[src/rtl/seq_div16_pkg.sv]
// Shared types and constants for the seq_div16 restoring divider.
package div_pkg;

  localparam int unsigned DIV_W = 16;
  localparam int unsigned CNT_W = $clog2(DIV_W);

  localparam logic [DIV_W-1:0] DBZ_QUOT = 16'hFFFF;
  localparam logic [DIV_W-1:0] SMIN     = 16'h8000;

  typedef enum logic [1:0] {
    IDLE = 2'd0,
    RUN  = 2'd1,
    DONE = 2'd2
  } div_state_t;

endpackage

[src/rtl/seq_div16_if.sv]
// Divide request/result bundle between the control unit (master) and seq_div16 (slave).
interface seq_div16_if
  import div_pkg::*;
#(
  parameter int unsigned W = DIV_W
);

  logic         start;
  logic         is_signed;
  logic [W-1:0] dividend;
  logic [W-1:0] divisor;
  logic         busy;
  logic         done;
  logic [W-1:0] quotient;
  logic [W-1:0] remainder;
  logic         dbz;
  logic         ovfl;

  modport master (
    output start, is_signed, dividend, divisor,
    input  busy, done, quotient, remainder, dbz, ovfl
  );

  modport slave (
    input  start, is_signed, dividend, divisor,
    output busy, done, quotient, remainder, dbz, ovfl
  );

endinterface

[src/rtl/seq_div16_step.sv]
// One restoring shift-subtract step: 17-bit trial subtract, yields next partial remainder and quotient bit.
module div_step
  import div_pkg::*;
#(
  parameter int unsigned W = DIV_W
) (
  input  logic [W-1:0] prem,
  input  logic         q_msb,
  input  logic [W-1:0] dmag,
  output logic [W-1:0] rem_nxt,
  output logic         q_bit
);

  logic [W:0] trial;

  assign trial   = {prem, q_msb} - {1'b0, dmag};
  assign q_bit   = ~trial[W];
  assign rem_nxt = q_bit ? trial[W-1:0] : {prem[W-2:0], q_msb};

endmodule

[src/rtl/seq_div16.sv]
// Multi-cycle 16-bit restoring divider with start/busy/done handshake.
// Signed operation is built only when DIV_SIGNED_EN is defined.
module seq_div16
  import div_pkg::*;
#(
  parameter int unsigned WIDTH = DIV_W
) (
  input logic        clk,
  input logic        rst_n,
  seq_div16_if.slave bus
);

  div_state_t       state;
  logic [CNT_W-1:0] cnt;
  logic [WIDTH-1:0] prem;
  logic [WIDTH-1:0] q;
  logic [WIDTH-1:0] dmag;

  logic             busy_r, done_r, dbz_r, ovfl_r;
  logic [WIDTH-1:0] quot_r, rem_r;

  logic             accept;
  logic [WIDTH-1:0] a_mag, b_mag;
  logic [WIDTH-1:0] rem_nxt, q_nxt, q_fix, r_fix;
  logic             q_bit, ovfl_cap;

  assign accept = ((state == IDLE) || (state == DONE)) && bus.start;

  div_step #(.W(WIDTH)) u_step (
    .prem    (prem),
    .q_msb   (q[WIDTH-1]),
    .dmag    (dmag),
    .rem_nxt (rem_nxt),
    .q_bit   (q_bit)
  );

  assign q_nxt = {q[WIDTH-2:0], q_bit};

`ifdef DIV_SIGNED_EN
  logic neg_q, neg_r, ovfl_pend;
  logic sgn_a, sgn_b;

  assign sgn_a = bus.is_signed & bus.dividend[WIDTH-1];
  assign sgn_b = bus.is_signed & bus.divisor[WIDTH-1];
  assign a_mag = sgn_a ? ('0 - bus.dividend) : bus.dividend;
  assign b_mag = sgn_b ? ('0 - bus.divisor)  : bus.divisor;

  // Signs are latched at accept so the step datapath only ever sees magnitudes.
  always_ff @(posedge clk) begin
    if (!rst_n) begin
      neg_q     <= 1'b0;
      neg_r     <= 1'b0;
      ovfl_pend <= 1'b0;
    end else if (accept) begin
      neg_q     <= sgn_a ^ sgn_b;
      neg_r     <= sgn_a;
      ovfl_pend <= bus.is_signed && (bus.dividend == SMIN) && (bus.divisor == '1);
    end
  end

  assign q_fix    = neg_q ? ('0 - q_nxt)   : q_nxt;
  assign r_fix    = neg_r ? ('0 - rem_nxt) : rem_nxt;
  assign ovfl_cap = ovfl_pend;
`else
  logic unused_sign;

  assign unused_sign = bus.is_signed;
  assign a_mag       = bus.dividend;
  assign b_mag       = bus.divisor;
  assign q_fix       = q_nxt;
  assign r_fix       = rem_nxt;
  assign ovfl_cap    = 1'b0;
`endif

  always_ff @(posedge clk) begin
    if (!rst_n) begin
      state  <= IDLE;
      cnt    <= '0;
      prem   <= '0;
      q      <= '0;
      dmag   <= '0;
      busy_r <= 1'b0;
      done_r <= 1'b0;
      dbz_r  <= 1'b0;
      ovfl_r <= 1'b0;
      quot_r <= '0;
      rem_r  <= '0;
    end else begin
      done_r <= 1'b0;
      case (state)
        IDLE, DONE: begin
          if (bus.start) begin
            dbz_r  <= 1'b0;
            ovfl_r <= 1'b0;
            if (bus.divisor == '0) begin
              quot_r <= DBZ_QUOT;
              rem_r  <= bus.dividend;
              dbz_r  <= 1'b1;
              done_r <= 1'b1;
              busy_r <= 1'b0;
              state  <= DONE;
            end else begin
              prem   <= '0;
              q      <= a_mag;
              dmag   <= b_mag;
              cnt    <= '1;
              busy_r <= 1'b1;
              state  <= RUN;
            end
          end else begin
            state <= IDLE;
          end
        end
        RUN: begin
          prem <= rem_nxt;
          q    <= q_nxt;
          cnt  <= cnt - 1'b1;
          if (cnt == '0) begin
            quot_r <= q_fix;
            rem_r  <= r_fix;
            ovfl_r <= ovfl_cap;
            busy_r <= 1'b0;
            done_r <= 1'b1;
            state  <= DONE;
          end
        end
        default: state <= IDLE;
      endcase
    end
  end

  assign bus.busy      = busy_r;
  assign bus.done      = done_r;
  assign bus.quotient  = quot_r;
  assign bus.remainder = rem_r;
  assign bus.dbz       = dbz_r;
  assign bus.ovfl      = ovfl_r;

endmodule
[src/flat_wrapper.sv]
// flat-port wrapper written by rule: the top's interface ports become plain ports
module seq_div16_flat import div_pkg::*;
#(
  parameter int unsigned WIDTH = DIV_W
)
  (clk, rst_n, bus_start, bus_is_signed, bus_dividend, bus_divisor, bus_busy, bus_done, bus_quotient, bus_remainder, bus_dbz, bus_ovfl);
  seq_div16_if bus_i ();
  input logic clk;
  input logic rst_n;
  input wire logic [$bits(bus_i.start)-1:0] bus_start;
  input wire logic [$bits(bus_i.is_signed)-1:0] bus_is_signed;
  input wire logic [$bits(bus_i.dividend)-1:0] bus_dividend;
  input wire logic [$bits(bus_i.divisor)-1:0] bus_divisor;
  output wire logic [$bits(bus_i.busy)-1:0] bus_busy;
  output wire logic [$bits(bus_i.done)-1:0] bus_done;
  output wire logic [$bits(bus_i.quotient)-1:0] bus_quotient;
  output wire logic [$bits(bus_i.remainder)-1:0] bus_remainder;
  output wire logic [$bits(bus_i.dbz)-1:0] bus_dbz;
  output wire logic [$bits(bus_i.ovfl)-1:0] bus_ovfl;
  assign bus_i.start = bus_start;
  assign bus_i.is_signed = bus_is_signed;
  assign bus_i.dividend = bus_dividend;
  assign bus_i.divisor = bus_divisor;
  assign bus_busy = bus_i.busy;
  assign bus_done = bus_i.done;
  assign bus_quotient = bus_i.quotient;
  assign bus_remainder = bus_i.remainder;
  assign bus_dbz = bus_i.dbz;
  assign bus_ovfl = bus_i.ovfl;
  seq_div16 #(.WIDTH(WIDTH)) u_core (.clk(clk), .rst_n(rst_n), .bus(bus_i));
endmodule
[config.mk]
export PLATFORM = sky130hd
export DESIGN_NAME = seq_div16_flat
export DESIGN_NICKNAME = d
export VERILOG_FILES = /design/src/rtl/seq_div16_pkg.sv /design/src/rtl/seq_div16_if.sv /design/src/rtl/seq_div16_step.sv /design/src/rtl/seq_div16.sv /design/src/flat_wrapper.sv
export SDC_FILE = /design/constraint.sdc
export NUM_CORES = 1
export LEC_CHECK = 0
export ABC_AREA = 1
export ABC_CLOCK_PERIOD_IN_PS = 3650
export CAP_MARGIN = 25
export CORE_MARGIN = 10
export CORE_UTILIZATION = 53
export DETAILED_ROUTE_END_ITERATION = 7
export MAX_ROUTING_LAYER = met4
export PLACE_DENSITY = 0.77
export SLEW_MARGIN = 20
export SYNTH_ARGS = -nofsm -noshare
export SYNTH_HDL_FRONTEND = slang
export SYNTH_HIERARCHICAL = 1
export SYNTH_SLANG_ARGS = --single-unit
[constraint.sdc]
create_clock -name clk -period 3.65 [get_ports clk]
set_clock_uncertainty 0.2 [all_clocks]
set_input_delay 0.365 -clock clk [delete_from_list [all_inputs] [get_ports clk]]
set_output_delay 0.365 -clock clk [all_outputs]
set_load 0.02 [all_outputs]
==> out/summary.txt, run 1 <==
status: complete, no violations
MaxCap Viol Count: 0
Setup crit end kind: flip-flop
height of the die: 120 um
top cells by area, synth: dfxtp_1, nand2_1, inv_1
worst-margin pin slew: 0.705 ns
clk_lat worst skew: 0.36 ns
CTS tree: done
main combinational cell family by area after synthesis: simple AND/OR/NAND/NOR gates
Hold Fails Final Rpt: 0
largest net degree at the start of global routing: 70
Critical Path Start Type: flip-flop
CTS root buf: clkbuf_8
Residual DRC: 0
clock buffer depth: 2
Worst-path clk slew: 0.10 ns
Post-Syn Area: 0.00530 mm2
global-route usage over all layers: 19.0%
#FFs+latches synth: 89
CTS Buf Count: 9
XOR/XNOR share of the synthesized area: 1.16%
Top Ports: 72
proportion of layout cells with a drive suffix above 1: 7.02%
post-CTS resize count: 0
CP Capture Point: u_core/bus.remainder[4]$_SDFFE_PN0P_
Worst Path Max Fanout: 18
Min-Delay Path Class: flip-flop to flip-flop
Worst EP arrival: 2.97 ns
Tmin final: 2.86 ns
Top Family by Delay on Critical Path: simple AND/OR/NAND/NOR gates
area leader, netlist: dfxtp_1
vias in the first global route: 4676
drt wl/cell: 13.7 um
R2R Setup Slk: 0.79 ns
WP buf/inv: 3
VDD IR-drop max: 301 uV
post-synthesis sequential area ratio: 33.6%
initial antenna violation count: 0
DIE WIDTH: 120 um
Post-CTS Hold Fix Bufs: 0
slowest CP cell: fa_1
wirelength, routed: 13.8 mm
EDFF count, synth: 0
async set-or-reset flop fraction in the synthesized netlist: 0%
FP Rows: 36
Syn Nets: 873
P&R area growth vs syn: 15.4%
CTS H-tree depth: 3
compound-cell area share of the yosys netlist: 10.6%
multiplexer area fraction after synthesis: 0%
worst endpoint required time: 3.76 ns
# port buffers: 69
worst r2r src: u_core/q[15]$_SDFFE_PN0P_
Avg Cell Area, Syn: 6.47 um2
Detail Route Antenna Nets: 0
Setup TNS Final: 0 ns
critical path depth: 20
Critical Path Max Stage Delay: 0.41 ns
Tot Pwr: 0.00278 W
grt ovf: 0
Core ar.: 0.00977 mm2
Slew Limit Fails: 0
CP Cell Sequence: inv_1 > ha_1 > fa_1 > inv_1 > nand2_1 > nand2_1 > nand3_1 > nand2_2 > nand2_4 > nand2_2 > nand2_4 > nand2_8 > nand2_1 > nand2_1 > nand2_1 > nand2_1 > inv_1 > nand3_1 > nand2_1 > nor2_1
Worst R2R End: u_core/bus.remainder[4]$_SDFFE_PN0P_
Fmax: 349 MHz
CP dominant cell by count: nand2_1
WS Path Type: flip-flop to flip-flop
Die ar.: 0.0144 mm2
CTS sink count: 89
Yosys top cell area share: 33.6%
FF-to-FF path depth: 20
Worst slew margin: 52.9%
final setup vio count: 0
Synth Area in Adders: 4.39%
# diodes: 0
Placer Congestion: 0.887
post-CTS setup buffers: 0
Simple-Gate Fraction of Synth Area: 36.6%
Critical Path Start: u_core/q[15]$_SDFFE_PN0P_
Starting Density: 54.2%
Initial DRC Count: 405
pwr/cell area: 455 mW/mm2
ys flop type: dfxtp_1
iteration count of the initial detailed-routing pass: 6
first-pass GRT wire length: 22.1 mm
via count: 5131
hpwl dp: 10.4 mm
Mapped Cells: 819
leakage: 2.94 nW
unrepaired setup endpoints after global routing: no
final worst-path cycle share: 78.4%
Nets: 918
hold slack: 0.252 ns
layout filler cell count: 928
total number of yosys warnings: 6
post-synthesis cell type count: 35
vias per cell: 5.12
sequential cells by signal, indices dropped and copies added, names as in the netlist:
register	flops
u_core/bus.quotient	16
u_core/bus.remainder	16
u_core/dmag	16
u_core/prem	16
u_core/q	16
u_core/cnt	4
u_core/state	2
u_core/bus.busy	1
u_core/bus.dbz	1
u_core/bus.done	1
metal layers:
layer / wire (um) / share of wire, % / track usage, %
met2: 6550 / 48 / 30.2
met4: 272 / 2.0 / 7.39
met5: 0 / 0 / -
met3: 697 / 5.1 / 3.19
met1: 6240 / 45 / 23.7
tightest hold or removal path, stage by stage, from the launching register on:
cell and delay, ns:
dfxtp_1 0.32, inv_1 0.04, a21oi_1 0.05
worst min-delay path by stage:
stage	start	end	cells past startpoint
2_1_floorplan	u_core/cnt[1]$_SDFFE_PN0P_	u_core/cnt[1]$_SDFFE_PN0P_	2
3_3_place_gp	u_core/bus.quotient[13]$_SDFFE_PN0P_	u_core/bus.quotient[13]$_SDFFE_PN0P_	2
3_5_place_dp	u_core/bus.quotient[0]$_SDFFE_PN0P_	u_core/bus.quotient[0]$_SDFFE_PN0P_	2
4_1_cts	u_core/bus.quotient[0]$_SDFFE_PN0P_	u_core/bus.quotient[0]$_SDFFE_PN0P_	2
5_1_grt	u_core/bus.quotient[0]$_SDFFE_PN0P_	u_core/bus.quotient[0]$_SDFFE_PN0P_	2
6_report	u_core/bus.quotient[0]$_SDFFE_PN0P_	u_core/bus.quotient[0]$_SDFFE_PN0P_	2
layout make-up:
class	count	area (um2)	share of cell area [%]
clock buffers	10	138	2.25
clock inverters	6	72.6	1.19
inverters	122	463	7.57
multi-input cells	572	2800	45.8
flip-flops and latches	89	1780	29.1
well taps	133	166	2.72
repair buffers	70	693	11.3
layout by cell type (no fill, tap or decap), drive strengths merged:
cell,n
dfxtp,89
fa,1
bufinv,1
xnor2,3
nor3,2
nand3b,2
clkbuf,10
and2,2
conb,1
inv,125
nor2,107
clkdlybuf4s50,68
buf,2
or2,3
ha,17
clkinv,2
nand3,68
nand4,3
o21ai,50
nand2,247
xor2,4
a21oi,62
cells in the mapped netlist, types with 5 or more instances:
cell      number
nand2_2       19
nand3_1       66
buf_2          5
inv_1        116
o21ai_0       50
nand2_1      219
dfxtp_1       89
ha_1          17
buf_6          7
clkbuf_1       9
nand2_4        7
buf_4         12
nor2_1       104
a21oi_1       61
report_power, final:
part           internal (W)  leakage [nW]  switching (W)
clock network      0.000345         0.109       0.000383
logic              0.000335          2.10       0.000606
registers           0.00106         0.731      0.0000531
cells by family after synthesis:
logic type | count (synthesis)
AOI/OAI and AO/OA | 112
buffers and inverters | 158
xor gates and xnor gates | 7
adders and majority gates | 18
DFF | 89
other | 1
and+or+nand+nor | 434
through the flow:
step	worst slack, ns	util (%)	std cells	cell area, um2
floorplan	1.19	-	819	5300
global placement	0.845	60.4	986	5900
global route	0.521	62.5	1002	6110
finish	0.788	62.5	1002	6110
CTS	0.801	62.5	1002	6110
detailed placement	0.822	60.4	986	5900
(Power assumes the default switching activity.)
==> inputs of run 2 (changes only) <==
Settings changed: ABC_CLOCK_PERIOD_IN_PS 3650 to 2600, CORE_UTILIZATION 53 to 50.
Clock period 3.65 ns to 2.6 ns, I/O delays scaled along.
==> run 2 against run 1 <==
Against the previous run:
- the flow now finishes with violations (setup timing)
- largest power group is now combinational cells
- wire length grew 7.1%
- register-to-register slack lost 0.87 ns
- power grew 51%
- sequential cell count is the same
==> out/summary.txt, run 2 (synthesis gave the netlist of run 1 again) <==
Tmin final: 2.68 ns (-0.181 ns)
VDD IR-drop max: 374 uV (+24%)
slowest CP cell: fa_2
Reg power frac: 37.2% (-2.8 points)
CP Cell Sequence: ha_4 > fa_2 > inv_2 > nand2_2 > nand2_2 > nand3_2 > nand2_4 > nand2_8 > nand3_4 > buf_12 > nand2_8 > nand2_2 > nand2_1 > nand2_1 > nand2_1 > inv_1 > nand3_1 > nand2_1 > nor2_1
Worst-path clk slew: 0.10 ns (about the same)
status: finished with violations
# diodes: 0 (unchanged)
DIE WIDTH: 123 um (+2.5%)
Residual DRC: 0 (unchanged)
Clock Power Share: 23.8% (-2.4 points)
initial antenna violation count: 0 (unchanged)
CTS sink count: 89 (unchanged)
Critical Path Start Type: flip-flop
first-pass GRT wire length: 22.6 mm (+2.3%)
clock buffer depth: 2 (unchanged)
combinational fraction of design power: 39.0% (+5.2 points)
worst setup margin: -0.0810 ns (-0.869 ns)
grt ovf: 0 (unchanged)
Fmax: 373 MHz (+6.8%)
worst endpoint required time: 2.68 ns (-1.08 ns)
CTS root buf: clkbuf_8
Worst slew margin: 45.9% (-7.0 points)
CTS Buf Count: 9 (unchanged)
Min-Delay Path Class: input port to flip-flop
Top Ports: 72 (unchanged)
# port buffers: 69 (unchanged)
Starting Density: 51.3% (-2.9 points)
iteration count of the initial detailed-routing pass: 5 (-1)
Post-Place Setup Slack: -0.0517 ns (-0.874 ns)
Post-CTS Hold Fix Bufs: 0 (unchanged)
Die ar.: 0.0151 mm2 (+5.0%)
Worst Path Max Fanout: 5 (-13)
CTS tree: done
Hold Fails Final Rpt: 0 (unchanged)
clk_lat worst skew: 0.37 ns (about the same)
Top Family by Delay on Critical Path: simple AND/OR/NAND/NOR gates
Worst EP arrival: 2.76 ns (-0.21 ns)
pwr/cell area: 621 mW/mm2 (+37%)
vias per cell: 5.00 (-2.4%)
largest net degree at the start of global routing: 53 (-24%)
global-route usage over all layers: 19.1% (+0.097 points)
height of the die: 123 um (+2.5%)
P_int: 0.00260 W (+49%)
Detail Route Antenna Nets: 0 (unchanged)
commonest non-fill, non-tap cells in the layout: nand2_1, inv_1, nor2_1
worst-margin pin slew: 0.811 ns (+0.106 ns)
Placer Congestion: 0.899 (+1.4%)
final setup vio count: 12 (+12)
Setup TNS Final: -0.303 ns (-0.303 ns)
via count: 5289 (+3.1%)
MaxCap Viol Count: 0 (unchanged)
unrepaired setup endpoints after global routing: yes
wirelength, routed: 14.7 mm (+7.1%)
FP Rows: 37 (+2.8%)
hpwl dp: 10.3 mm (-0.88%)
final worst-path cycle share: 103% (+25 points)
Setup crit end kind: flip-flop
sw frac: 38.3% (+0.89 points)
drt wl/cell: 13.9 um (+1.4%)
Slew Limit Fails: 0 (unchanged)
P&R area growth vs syn: 27.9%
Critical Path Max Stage Delay: 0.40 ns (about the same)
commonest non-fill, non-tap cell in the layout: nand2_1
failing checks: setup timing
Nets: 971 (+5.8%)
layout filler cell count: 911 (-1.8%)
CTS H-tree depth: 3 (unchanged)
WS Path Type: flip-flop to flip-flop
WP buf/inv: 3 (unchanged)
vias in the first global route: 4683 (+0.15%)
Core ar.: 0.0103 mm2 (+5.6%)
CP dominant cell by count: nand2_1
Initial DRC Count: 465 (+15%)
proportion of layout cells with a drive suffix above 1: 16.1% (+9.0 points)
Psw: 0.00161 W (+55%)
leakage: 3.23 nW (+9.7%)
## run 2: cell count changes in the layout (fill, tap and decap cells not counted), sizes merged
cell / delta
nand3: +1
clkinvlp: +1
clkinv: +2
nand2: +4
buf: +48
inv: -2
clkbuf: -1
## run 2: per-stage QoR
| stage | util (%) | cell area (um2) | hold slack (ns) | instances | power, W |
|---|---|---|---|---|---|
| final | 65.7 | 6780 | 0.0634 | 1058 | 0.00421 |
| after global routing | 65.7 | 6780 | 0.0915 | 1058 | 0.00448 |
| after CTS | 63.2 | 6520 | 0.0569 | 1052 | 0.00406 |
| after detailed placement | 60.5 | 6240 | 0.243 | 1032 | 0.00301 |
| after global placement | 60.5 | 6240 | 0.237 | 1032 | 0.00299 |
| after floorplan | - | 5300 | 0.223 | 819 | 0.00260 |
## run 2: area by class of cell
cell class,count,area [um2],share of cell area (%)
repair buffers,118,1110,16.4
multi-input cells,577,3040,44.9
clock inverters,7,81.3,1.20
inverters,122,463,6.83
clock buffers,9,124,1.83
well taps,136,170,2.51
flip-flops and latches,89,1780,26.3
## run 2: repair_timing
action                                 in CTS  in global routing
gates resized for setup                     7                 42
setup endpoints to repair                  23                 32
setup buffers                               0                  5
pin swaps                                   4                 19
gates cloned                                4                  1
endpoints found under the hold margin       0                  0
## run 2: path summary, 6_finish.rpt
check,from,to,slack [ns],cells past startpoint
max,u_core/dmag[0]$_SDFFE_PN0P_,u_core/bus.remainder[10]$_SDFFE_PN0P_,-0.08,19
max reg2reg,u_core/dmag[0]$_SDFFE_PN0P_,u_core/bus.remainder[10]$_SDFFE_PN0P_,-0.08,19
min reg2reg,u_core/bus.quotient[7]$_SDFFE_PN0P_,u_core/bus.quotient[7]$_SDFFE_PN0P_,0.25,2
min,rst_n,u_core/dmag[8]$_SDFFE_PN0P_,0.06,3
## run 2: worst reg2reg max path: cells and delay by family (launching register included)
kind	cells	cell delay [ns]
adder cells (fa/ha/maj)	2	0.59
buffers and inverters	3	0.28
AND/OR/NAND/NOR	14	1.16
flip-flops	1	0.37
## run 2: layer usage
layer | GRT usage, % | vias to the layer above | part of all wire [%]
met4 | 4.93 | 0 | 1.9
li1 | - | 2742 | -
met3 | 4.24 | 30 | 6.1
met2 | 29.9 | 165 | 47
met5 | - | - | 0
met1 | 24.5 | 2352 | 45
## run 2: power by group through the flow
stage / sequential (W) / clock [W] / combinational (W)
5_1_grt: 0.00158 / 0.00108 / 0.00182
2_1_floorplan: 0.00164 / 0 / 0.000968
3_5_place_dp: 0.00159 / 0 / 0.00141
3_3_place_gp: 0.00159 / 0 / 0.00140
6_report: 0.00157 / 0.00100 / 0.00164
4_1_cts: 0.00156 / 0.00102 / 0.00148
==> inputs of run 3 (changes only) <==
Settings changed: CORE_ASPECT_RATIO set to 0.75.
==> run 3 against run 2 <==
Against the previous run:
- global-route usage is 0.53 points higher
- critical path depth unchanged
- wire length up 4.9%
- the run still ends with setup timing left
- worst setup slack improved by 0.062 ns
- register-to-register slack better by 0.06 ns
- sequential power is essentially flat
- largest cell class unchanged
- fmax up 2.4%
- via count up 2.3%
- combinational power barely moved
- hold slack better by 0.11 ns
- utilization rose by 1.4 points
- sequential cell count unchanged
- largest power group unchanged
==> out/summary.txt, run 3 (synthesis gave the netlist of run 1 again) <==
initial antenna violation count: 0 (unchanged)
worst setup margin: -0.0191 ns (+0.0619 ns)
R2R Setup Slk: -0.02 ns (+0.06 ns)
Worst R2R End: u_core/bus.remainder[14]$_SDFFE_PN0P_
drt wl/cell: 14.6 um (+5.0%)
largest net degree at the start of global routing: 39 (-26%)
iteration count of the initial detailed-routing pass: 5 (unchanged)
CTS Buf Count: 9 (unchanged)
Worst EP arrival: 2.70 ns (-0.06 ns)
commonest non-fill, non-tap cell in the layout: nand2_1
Clock Power Share: 28.1% (+4.3 points)
P_int: 0.00286 W (+10%)
Min-Delay Path Class: input port to flip-flop
Top Ports: 72 (unchanged)
Die ar.: 0.0152 mm2 (+0.28%)
Inst Count DP: 1034 (+0.19%)
global-route usage over all layers: 19.6% (+0.53 points)
Residual DRC: 0 (unchanged)
FF-to-FF path depth: 19 (unchanged)
Core ar.: 0.0103 mm2 (about the same)
worst-margin pin slew: 0.971 ns (+0.160 ns)
Post-CTS Hold Fix Bufs: 0 (unchanged)
worst endpoint required time: 2.68 ns (about the same)
vias in the first global route: 4987 (+6.5%)
final non-filler cell total: 1057 (-0.095%)
Nets: 970 (-0.10%)
wirelength, routed: 15.4 mm (+4.9%)
combinational fraction of design power: 37.0% (-2.0 points)
Slew Limit Fails: 0 (unchanged)
vias per cell: 5.12 (+2.4%)
final setup vio count: 4 (-8)
commonest non-fill, non-tap cells in the layout: nand2_1, inv_1, nor2_1
via count: 5409 (+2.3%)
Post-Place Setup Slack: -0.0654 ns (-0.0138 ns)
Worst Path Max Fanout: 8 (+3)
pwr/cell area: 650 mW/mm2 (+4.6%)
# diodes: 0 (unchanged)
CTS sink count: 89 (unchanged)
FP Rows: 32 (-14%)
worst r2r src: u_core/q[15]$_SDFFE_PN0P_
unrepaired setup endpoints after global routing: yes
failing checks: setup timing
grt ovf: 0 (unchanged)
CTS H-tree depth: 3 (unchanged)
Tmin final: 2.62 ns (-0.0619 ns)
MaxCap Viol Count: 0 (unchanged)
CTS root buf: clkbuf_16
Hold EP: u_core/q[10]$_SDFFE_PN0P_
first-pass GRT wire length: 24.1 mm (+6.9%)
height of the die: 109 um (-11%)
Reg power frac: 34.9% (-2.3 points)
Setup crit end kind: flip-flop
hpwl dp: 10.6 mm (+3.0%)
clk_lat worst skew: 0.35 ns (-0.02 ns)
Starting Density: 51.3% (about the same)
Worst-path clk slew: 0.06 ns (-0.04 ns)
final worst-path cycle share: 101% (-2.4 points)
Hold Path Cell Cnt: 3 (unchanged)
Psw: 0.00164 W (+1.8%)
# port buffers: 69 (unchanged)
Hold Fails Final Rpt: 0 (unchanged)
Fmax: 382 MHz (+2.4%)
Critical Path Start Type: flip-flop
Placer Congestion: 0.906 (+0.76%)
Detail Route Antenna Nets: 0 (unchanged)
Worst slew margin: 35.2% (-11 points)
proportion of layout cells with a drive suffix above 1: 19.7% (+3.6 points)
leakage: 3.28 nW (+1.5%)
status: finished with violations
DIE WIDTH: 139 um (+13%)
WS Path Type: flip-flop to flip-flop
layout filler cell count: 880 (-3.4%)
sw frac: 36.5% (-1.8 points)
VDD IR-drop max: 517 uV (+38%)
Hold Path Origin: rst_n
P&R area growth vs syn: 30.7%
Initial DRC Count: 523 (+12%)
CTS tree: done
clock buffer depth: 2 (unchanged)
-- run 3: changes by cell type in the layout (fill, tap and decap cells not counted), sizes merged --
cell / before / now
bufinv: 1 / 0
clkinv: 4 / 3
clkbuf: 9 / 12
clkinvlp: 1 / 0
nand2: 251 / 248
buf: 50 / 53
nand3: 69 / 68
-- run 3: critical path, cell delays in order, from the launching register on --
cell and delay [ns]:
dfxtp_2 0.35, inv_2 0.05, ha_4 0.16, fa_2 0.40, inv_2 0.07, nand2_2 0.05
nand2_2 0.07, nand3_2 0.07, nand2_2 0.10, nand2_4 0.08, nand3_4 0.19, buf_12 0.16
nand3_2 0.08, nand2_2 0.06, nand2_2 0.07, nand2_2 0.10, inv_2 0.03, nand3_1 0.07
nand2_1 0.07, nor2_1 0.12
-- run 3: how the worst max path moves through the flow --
stage	slack (ns)	end	from	cells after the start
floorplan	0.14	u_core/bus.remainder[6]$_SDFFE_PN0P_	u_core/q[15]$_SDFFE_PN0P_	20
global placement	-0.04	u_core/bus.remainder[13]$_SDFFE_PN0P_	u_core/q[15]$_SDFFE_PN0P_	20
detailed placement	-0.07	u_core/bus.remainder[3]$_SDFFE_PN0P_	u_core/q[15]$_SDFFE_PN0P_	20
CTS	0.004	u_core/bus.remainder[13]$_SDFFE_PN0P_	u_core/dmag[0]$_SDFFE_PN0P_	19
global route	-0.18	u_core/bus.remainder[14]$_SDFFE_PN0P_	u_core/q[15]$_SDFFE_PN0P_	19
finish	-0.02	u_core/bus.remainder[14]$_SDFFE_PN0P_	u_core/q[15]$_SDFFE_PN0P_	19
-- run 3: cell type report --
type | instances | area [um2] | area share (%)
multi-input combinational | 573 | 3070 | 44.4
sequential | 89 | 1780 | 25.8
timing repair buffer | 121 | 1140 | 16.5
inverter | 122 | 463 | 6.69
clock buffer | 12 | 256 | 3.70
tap | 136 | 170 | 2.46
clock inverter | 4 | 35.0 | 0.506
-- run 3: power by group through the flow --
stage	Sequential [W]	Combinational, W	Clock [W]
global route	0.00158	0.00184	0.00133
finish	0.00157	0.00167	0.00127
global placement	0.00159	0.00140	0
CTS	0.00156	0.00149	0.00129
floorplan	0.00164	0.000968	0
detailed placement	0.00159	0.00142	0
-- run 3: through the flow --
step / total power, W / area [um2] / hold slack [ns] / util, % / TNS (ns)
6_report: 0.00450 / 6920 / 0.169 / 67.0 / -0.0314
5_1_grt: 0.00475 / 6920 / 0.219 / 67.0 / -3.08
4_1_cts: 0.00434 / 6610 / 0.158 / 64.0 / 0
3_5_place_dp: 0.00301 / 6260 / 0.243 / 60.6 / -0.648
3_3_place_gp: 0.00299 / 6260 / 0.238 / 60.6 / -0.321
2_1_floorplan: 0.00260 / 5300 / 0.223 / - / 0
-- run 3: metal layers --
metal  vias up  track usage [%]  share of wire [%]
met2       207             29.7                 44
li1       2732                -                  -
met1      2443             25.8                 47
met3        27             4.47                6.9
met4         0             5.50                1.9
met5         -                -                  0
-- run 3: repair_timing --
action,CTS,global route
setup buffers,2,4
setup endpoints to repair,25,33
gates resized for setup,6,83
pin swaps,3,46
cloned,1,0
